===== config.mk =====
export PLATFORM = sky130hd
export DESIGN_NAME = store_drain_buffer
export DESIGN_NICKNAME = d
export VERILOG_FILES = /design/src/rtl/cpu_types_pkg.sv /design/src/rtl/sdb_match.sv /design/src/rtl/store_drain_buffer.sv
export SDC_FILE = /design/constraint.sdc
export NUM_CORES = 1
export LEC_CHECK = 0
export CAP_MARGIN = 25
export CORE_MARGIN = 1.5
export CORE_UTILIZATION = 50
export CTS_CLUSTER_DIAMETER = 30
export CTS_CLUSTER_SIZE = 10
export DETAILED_ROUTE_END_ITERATION = 8
export PLACE_DENSITY = 0.73
export SYNTH_ARGS = -nofsm -noshare
export SYNTH_HDL_FRONTEND = slang
export SYNTH_SLANG_ARGS = --single-unit

===== constraint.sdc =====
create_clock -name CLK -period 6.67 [get_ports CLK]
set_clock_uncertainty 0.1 [all_clocks]
set_input_delay 1.334 -clock CLK [delete_from_list [all_inputs] [get_ports CLK]]
set_output_delay 1.334 -clock CLK [all_outputs]
set_load 0.05 [all_outputs]

===== src/rtl/cpu_types_pkg.sv =====
// Shared CPU datapath types: word type plus the store drain buffer entry and FSM state.
package cpu_types_pkg;

  typedef logic [31:0] word_t;

  typedef struct packed {
    logic        valid;
    logic [29:0] waddr;
    word_t       data;
  } sdb_entry_t;

  typedef enum logic {SDB_IDLE, SDB_WRITE} sdb_state_t;

endpackage


===== src/rtl/sdb_match.sv =====
// Youngest-match priority search over the pending-store ring, used for store-to-load forwarding.
module sdb_match
  import cpu_types_pkg::*;
#(
  parameter int DEPTH = 4,
  parameter int PTR_W = $clog2(DEPTH)
) (
  input  sdb_entry_t       entries_i [DEPTH],
  input  logic [PTR_W-1:0] head_i,
  input  logic [PTR_W:0]   count_i,
  input  logic [29:0]      waddr_i,
  output logic             hit_o,
  output logic [PTR_W-1:0] idx_o
);

  always_comb begin
    hit_o = 1'b0;
    idx_o = head_i;
    // Walk oldest to youngest so the last match (closest to tail) wins.
    for (int i = 0; i < DEPTH; i++) begin
      if (((PTR_W+1)'(i) < count_i)
          && entries_i[head_i + PTR_W'(i)].valid
          && (entries_i[head_i + PTR_W'(i)].waddr == waddr_i)) begin
        hit_o = 1'b1;
        idx_o = head_i + PTR_W'(i);
      end
    end
  end

endmodule


===== src/rtl/store_drain_buffer.sv =====
// In-order store drain buffer between MEM and the dcache with store-to-load forwarding.
// Optional in-place coalescing into the youngest entry when STORE_COALESCE_EN is defined.
module store_drain_buffer
  import cpu_types_pkg::*;
#(
  parameter int DEPTH = 4,
  parameter int PTR_W = $clog2(DEPTH)
) (
  input  logic        CLK,
  input  logic        RST,
  input  logic        st_req,
  input  logic [31:0] st_addr,
  input  word_t       st_data,
  output logic        st_ready,
  input  logic        ld_req,
  input  logic [31:0] ld_addr,
  output logic        ld_hit,
  output word_t       ld_data,
  output logic        dmemWEN,
  output logic [31:0] dmemaddr,
  output word_t       dmemstore,
  input  logic        dwait,
  output logic        empty
);

  localparam logic [PTR_W:0] FULL_CNT = (PTR_W+1)'(DEPTH);

  sdb_state_t       state_q, state_d;
  logic [PTR_W-1:0] head_q, head_d, tail_q, tail_d;
  logic [PTR_W:0]   count_q, count_d;
  sdb_entry_t       entries_q [DEPTH];

  logic             pop, push, coalesce;
  logic             match_hit;
  logic [PTR_W-1:0] match_idx;
  logic             unused_addr_lsbs;

  assign unused_addr_lsbs = ^{st_addr[1:0], ld_addr[1:0]};
  assign pop = (state_q == SDB_WRITE) && !dwait;

`ifdef STORE_COALESCE_EN
  logic [PTR_W-1:0] young_idx;
  logic             coal_match;

  assign young_idx  = tail_q - 1'b1;
  // The head under an active write is frozen; only younger entries may be rewritten.
  assign coal_match = (count_q != '0)
                      && entries_q[young_idx].valid
                      && (entries_q[young_idx].waddr == st_addr[31:2])
                      && !((state_q == SDB_WRITE) && (young_idx == head_q));
  assign coalesce   = st_req && coal_match;
  assign st_ready   = (count_q < FULL_CNT) || coal_match;
`else
  assign coalesce   = 1'b0;
  assign st_ready   = (count_q < FULL_CNT);
`endif

  assign push = st_req && st_ready && !coalesce;

  always_comb begin
    head_d  = pop  ? head_q + 1'b1 : head_q;
    tail_d  = push ? tail_q + 1'b1 : tail_q;
    count_d = count_q + {{PTR_W{1'b0}}, push} - {{PTR_W{1'b0}}, pop};
    state_d = state_q;
    case (state_q)
      SDB_IDLE:  if (count_q != '0) state_d = SDB_WRITE;
      SDB_WRITE: if (pop && (count_d == '0)) state_d = SDB_IDLE;
      default:   state_d = SDB_IDLE;
    endcase
  end

  always_ff @(posedge CLK) begin
    if (RST) begin
      state_q <= SDB_IDLE;
      head_q  <= '0;
      tail_q  <= '0;
      count_q <= '0;
      for (int i = 0; i < DEPTH; i++) entries_q[i].valid <= 1'b0;
    end else begin
      state_q <= state_d;
      head_q  <= head_d;
      tail_q  <= tail_d;
      count_q <= count_d;
      if (pop)  entries_q[head_q].valid <= 1'b0;
      if (push) entries_q[tail_q] <= {1'b1, st_addr[31:2], st_data};
`ifdef STORE_COALESCE_EN
      if (coalesce) entries_q[young_idx].data <= st_data;
`endif
    end
  end

  sdb_match #(.DEPTH(DEPTH), .PTR_W(PTR_W)) u_match (
    .entries_i (entries_q),
    .head_i    (head_q),
    .count_i   (count_q),
    .waddr_i   (ld_addr[31:2]),
    .hit_o     (match_hit),
    .idx_o     (match_idx)
  );

  assign ld_hit    = ld_req && match_hit;
  assign ld_data   = ld_hit ? entries_q[match_idx].data : '0;
  assign dmemWEN   = (state_q == SDB_WRITE);
  assign dmemaddr  = dmemWEN ? {entries_q[head_q].waddr, 2'b00} : '0;
  assign dmemstore = dmemWEN ? entries_q[head_q].data : '0;
  assign empty     = (count_q == '0);

endmodule


==> impl_summary.md <==
Status
The run finished with clean final reports.

Layout
The number of inserted diodes is 0. The count of fill cells added during filler insertion is roughly 2.5k. In the final layout, the share of cells above drive strength 1 is about a fifth. In the final layout, flip-flops and latches occupy 7696 µm². Relative to the synthesized area, the layout overhead comes to 30.20%. The combined area of the multi-input logic cells is about 8500 µm².

At the end of the flow the core is filled with cells to 65.83%. The number of nets at the end of the flow is 1760.

Timing
The max-slew violation count is 0. The smallest clock period supported by the final layout is computed as about 6.5 ns. The final worst-path setup slack is roughly 0.17 ns. The number of hold violations in the final report came to 0.

Setup violations remaining at the end of the flow were counted as 0. For this run, the top clock speed supported by timing is 153.8 MHz. The worst-margin pin slew is 0.9515 ns. The total negative setup slack is 0 ns. In this run the tightest slew margin relative to its limit is roughly 36%. The final period utilization is a little over nine tenths.

Clock tree
The post-cts hold buffer count is 0. The number of clock buffers added by TritonCTS is 56. In this run the deepest clock path goes through 3 buffers.

The TritonCTS clock tree is built. After clock tree synthesis, the clock-pin slew on the worst setup and hold paths is around 0.040 ns. The clock reaches the later pin of the worst-skew pair after ~0.57 ns. The tree is rooted in a sky130_fd_sc_hd__clkbuf_16. The number of clock sinks is 260. The H-tree depth is 2.

Synth
During synthesis, Yosys emitted a total of 0 warnings. The xor and xnor fraction of the mapped netlist area is under 10%. The top-area cell type share of the netlist area is around 44%.

Yosys mapped the design onto 63 distinct sky130hd cell types. By count the netlist is led by sky130_fd_sc_hd__and3_1 (251), sky130_fd_sc_hd__edfxtp_1 (248), sky130_fd_sc_hd__clkbuf_1 (92), sky130_fd_sc_hd__mux2i_1 (89). The synthesized design contains between 200 and 250 enable-type register cells. By area the synthesized netlist is led by sky130_fd_sc_hd__edfxtp_1 (44%), sky130_fd_sc_hd__mux4_2 (11%), sky130_fd_sc_hd__and3_1 (9.3%). The synthesized design contains 260 register bits. The compound-gate portion of the synthesized area is about a tenth. For this run, the register share of the synthesized area comes to between 40% and 50%.

In the synthesized netlist, mux cells make up 17.65% of the area. The post-synthesis instance area is 16910 µm². The synthesized netlist devotes slightly above 1% of its cell area to adder and majority cells. The async set or reset register ratio after synthesis is 0%. The combinational family with the most area after synthesis is multiplexers. The mean post-synth cell area is about 12 µm².

Summing the areas of all and, or, nand and nor instances in the mapped netlist gives about 16% of the synthesized area. Synthesis handed over a netlist of 1437 instances. The biggest area consumer among synthesized cells is sky130_fd_sc_hd__edfxtp_1. The most instantiated library cell after synthesis is sky130_fd_sc_hd__and3_1. The predominant post-synthesis flop cell is sky130_fd_sc_hd__edfxtp_1.

Detailed routing
For this run, design rule violations remaining after detail routing come to 0. The overall routed net length is 56.18 mm. After the first detailed-routing iteration, the DRC count stood at approximately 1.4k.

In the final routed layout, each cell accounts on average for around 26 µm. The first TritonRoute pass finished after 6 iterations. The count of antenna-violating nets left after detailed routing is 0.

The via count normalized by instance count is around 6.4. The routed layout has 13.60k vias.

Critical path
The worst register-to-register path has a depth of 11. The largest fanout of any net on the critical path is 28. In this run the critical register-to-register path is launched from dmemWEN. The element type at the critical path start is an input pin.

At the worst endpoint, the required time is between 5 and 6 ns. The type of the worst setup path is input pin to output port. The setup slack on the worst flop-to-flop path is 3.39 ns.

The start point of the critical path is ld_addr[13]. The worst setup path is captured at an output port. At the worst endpoint, the arrival time is 5.07 ns. In this run the worst setup path terminates at ld_data[17].

The terminus of the critical flop-to-flop path is dmemWEN.

Worst hold path
In this run the most critical hold path is launched from tail_q[0]. The class of the most critical hold timing path is register to register.

Floorplanning
The die boundary height is around 190 µm. The floorplan step set the die width to between 150 and 200 µm. The number of rows created at floorplan is 67.

The total I/O pin count is roughly 200. The total area inside the core boundary comes to about 33000 µm². The initial standard-cell utilization of the core is between 50% and 60%. The die area is 34930 µm².

Global route
The total congestion overflow is 0. The via count of the first global-routing pass came to between 10k and 15k. The first global-routing pass estimated slightly above 80 mm of wire. The initial antenna violation count was 3. In the global route stage, overall resource usage came out at roughly a third. The maximum number of pins on one net before global-route repair is between 100 and 150.

Placement
Prior to clock tree synthesis, the placed netlist has a worst setup slack of 0.07487 ns. Routability-driven placement finished with a final weighted congestion of ~1.0. Once detailed placement completed, the half-perimeter wirelength came to approximately 37 mm. Port buffering added between 150 and 200 buffers.

Power
In this run the power density over the cells is 332.9 nW/µm². The worst voltage drop across the vdd grid is approximately 0.36 mV. The leakage power summed over all cells is between 8 and 9 nW.

Run
The number of maximum-capacitance constraint violations is 0.
-- area by class of cell --
cell class / instances / area share (%)
multi-input combinational: 1000 / 38.59
sequential: 260 / 34.95
timing repair buffer: 299 / 15.07
clock buffer: 61 / 6.547
tap: 448 / 2.546
clock inverter: 41 / 1.784
inverter: 29 / 0.5115
-- metal layers --
metal | GRT usage, % | part of all wire (%) | wire (µm)
met1 | 40.68 | 39 | 21810
met2 | 53.00 | 49 | 27490
met3 | 5.872 | 8.8 | 4957
met4 | 11.32 | 3.4 | 1884
met5 | 0 | 0.048 | 27
-- per-stage QoR --
step	power, mW	hold WS (ns)	cell area (µm²)	instances
floorplan	3.776	0.4075	16910	1438
global placement	4.610	0.4706	20050	2030
detailed placement	4.642	0.4813	20050	2030
CTS	7.277	0.4872	21890	2132
global route	7.558	0.5378	22020	2138
finish	7.329	0.4884	22020	2138
-- power by group --
| group | total [mW] | internal, mW | switching, mW |
|---|---|---|---|
| logic | 2.68 | 1.03 | 1.65 |
| registers | 2.01 | 1.93 | 0.0795 |
| clock network | 2.64 | 1.74 | 0.893 |
| total | 7.33 | 4.71 | 2.62 |
-- worst min-delay path by stage --
stage	slack (ns)	cells past startpoint	endpoint
4_1_cts	0.49	2	tail_q[0]
2_1_floorplan	0.41	2	entries_q[62]
6_report	0.49	2	tail_q[0]
5_1_grt	0.54	2	tail_q[0]
3_5_place_dp	0.48	2	tail_q[0]
3_3_place_gp	0.47	2	tail_q[0]
-- critical path: stages --
cell	delay (ns)
sky130_fd_sc_hd__clkdlybuf4s50_1	0.52
sky130_fd_sc_hd__inv_1	0.07
sky130_fd_sc_hd__a311oi_1	0.31
sky130_fd_sc_hd__o21ai_0	0.24
sky130_fd_sc_hd__a2111oi_1	0.46
sky130_fd_sc_hd__nand4b_1	0.26
sky130_fd_sc_hd__o311ai_1	0.34
sky130_fd_sc_hd__buf_4	0.18
sky130_fd_sc_hd__and3_4	0.29
sky130_fd_sc_hd__buf_12	0.20
sky130_fd_sc_hd__o21a_1	0.15
sky130_fd_sc_hd__a211oi_1	0.05
sky130_fd_sc_hd__a311oi_1	0.34
sky130_fd_sc_hd__buf_4	0.19
sky130_fd_sc_hd__buf_12	0.13
-- placed cells by master (no fill, tap or decap), types with 19 or more instances in the layout --
| cell type | netlist | routed |
|---|---|---|
| sky130_fd_sc_hd__a211oi_1 | 40 | 40 |
| sky130_fd_sc_hd__a21oi_1 | 19 | 19 |
| sky130_fd_sc_hd__a311oi_1 | 32 | 31 |
| sky130_fd_sc_hd__and2_1 | 66 | 66 |
| sky130_fd_sc_hd__and3_1 | 251 | 249 |
| sky130_fd_sc_hd__buf_12 | 0 | 48 |
| sky130_fd_sc_hd__buf_4 | 13 | 84 |
| sky130_fd_sc_hd__clkbuf_16 | 0 | 58 |
| sky130_fd_sc_hd__clkdlybuf4s50_1 | 0 | 159 |
| sky130_fd_sc_hd__edfxtp_1 | 248 | 248 |
| sky130_fd_sc_hd__inv_1 | 27 | 26 |
| sky130_fd_sc_hd__mux2i_1 | 89 | 88 |
| sky130_fd_sc_hd__mux4_2 | 84 | 84 |
| sky130_fd_sc_hd__nand2_1 | 49 | 49 |
| sky130_fd_sc_hd__nor2_1 | 36 | 36 |
| sky130_fd_sc_hd__o21a_1 | 32 | 32 |
| sky130_fd_sc_hd__o21ai_0 | 52 | 52 |
| sky130_fd_sc_hd__xnor2_1 | 84 | 83 |
-- registers in the layout (all words and copies together), names as in the netlist --
register / flops
tail_q: 2
entries_q: 252
dmemWEN: 1
count_q: 3
head_q: 2
-- cell families (layout without fill, tap and decap cells) --
kind of cell / count (synthesis) / in the layout
compound gates: 229 / 229
xor+xnor: 102 / 102
fa+ha+maj: 13 / 13
buf+inv: 178 / 430
flops: 260 / 260
mux: 191 / 191
other cells: 1 / 2
simple gates: 463 / 463
-- repair_timing --
action	in CTS	in global routing
buffers inserted	0	4
pin swaps	0	1
setup endpoints to repair	4	32
gates resized for setup	3	13
gates cloned	0	1
Power figures use the tool's default switching activity.
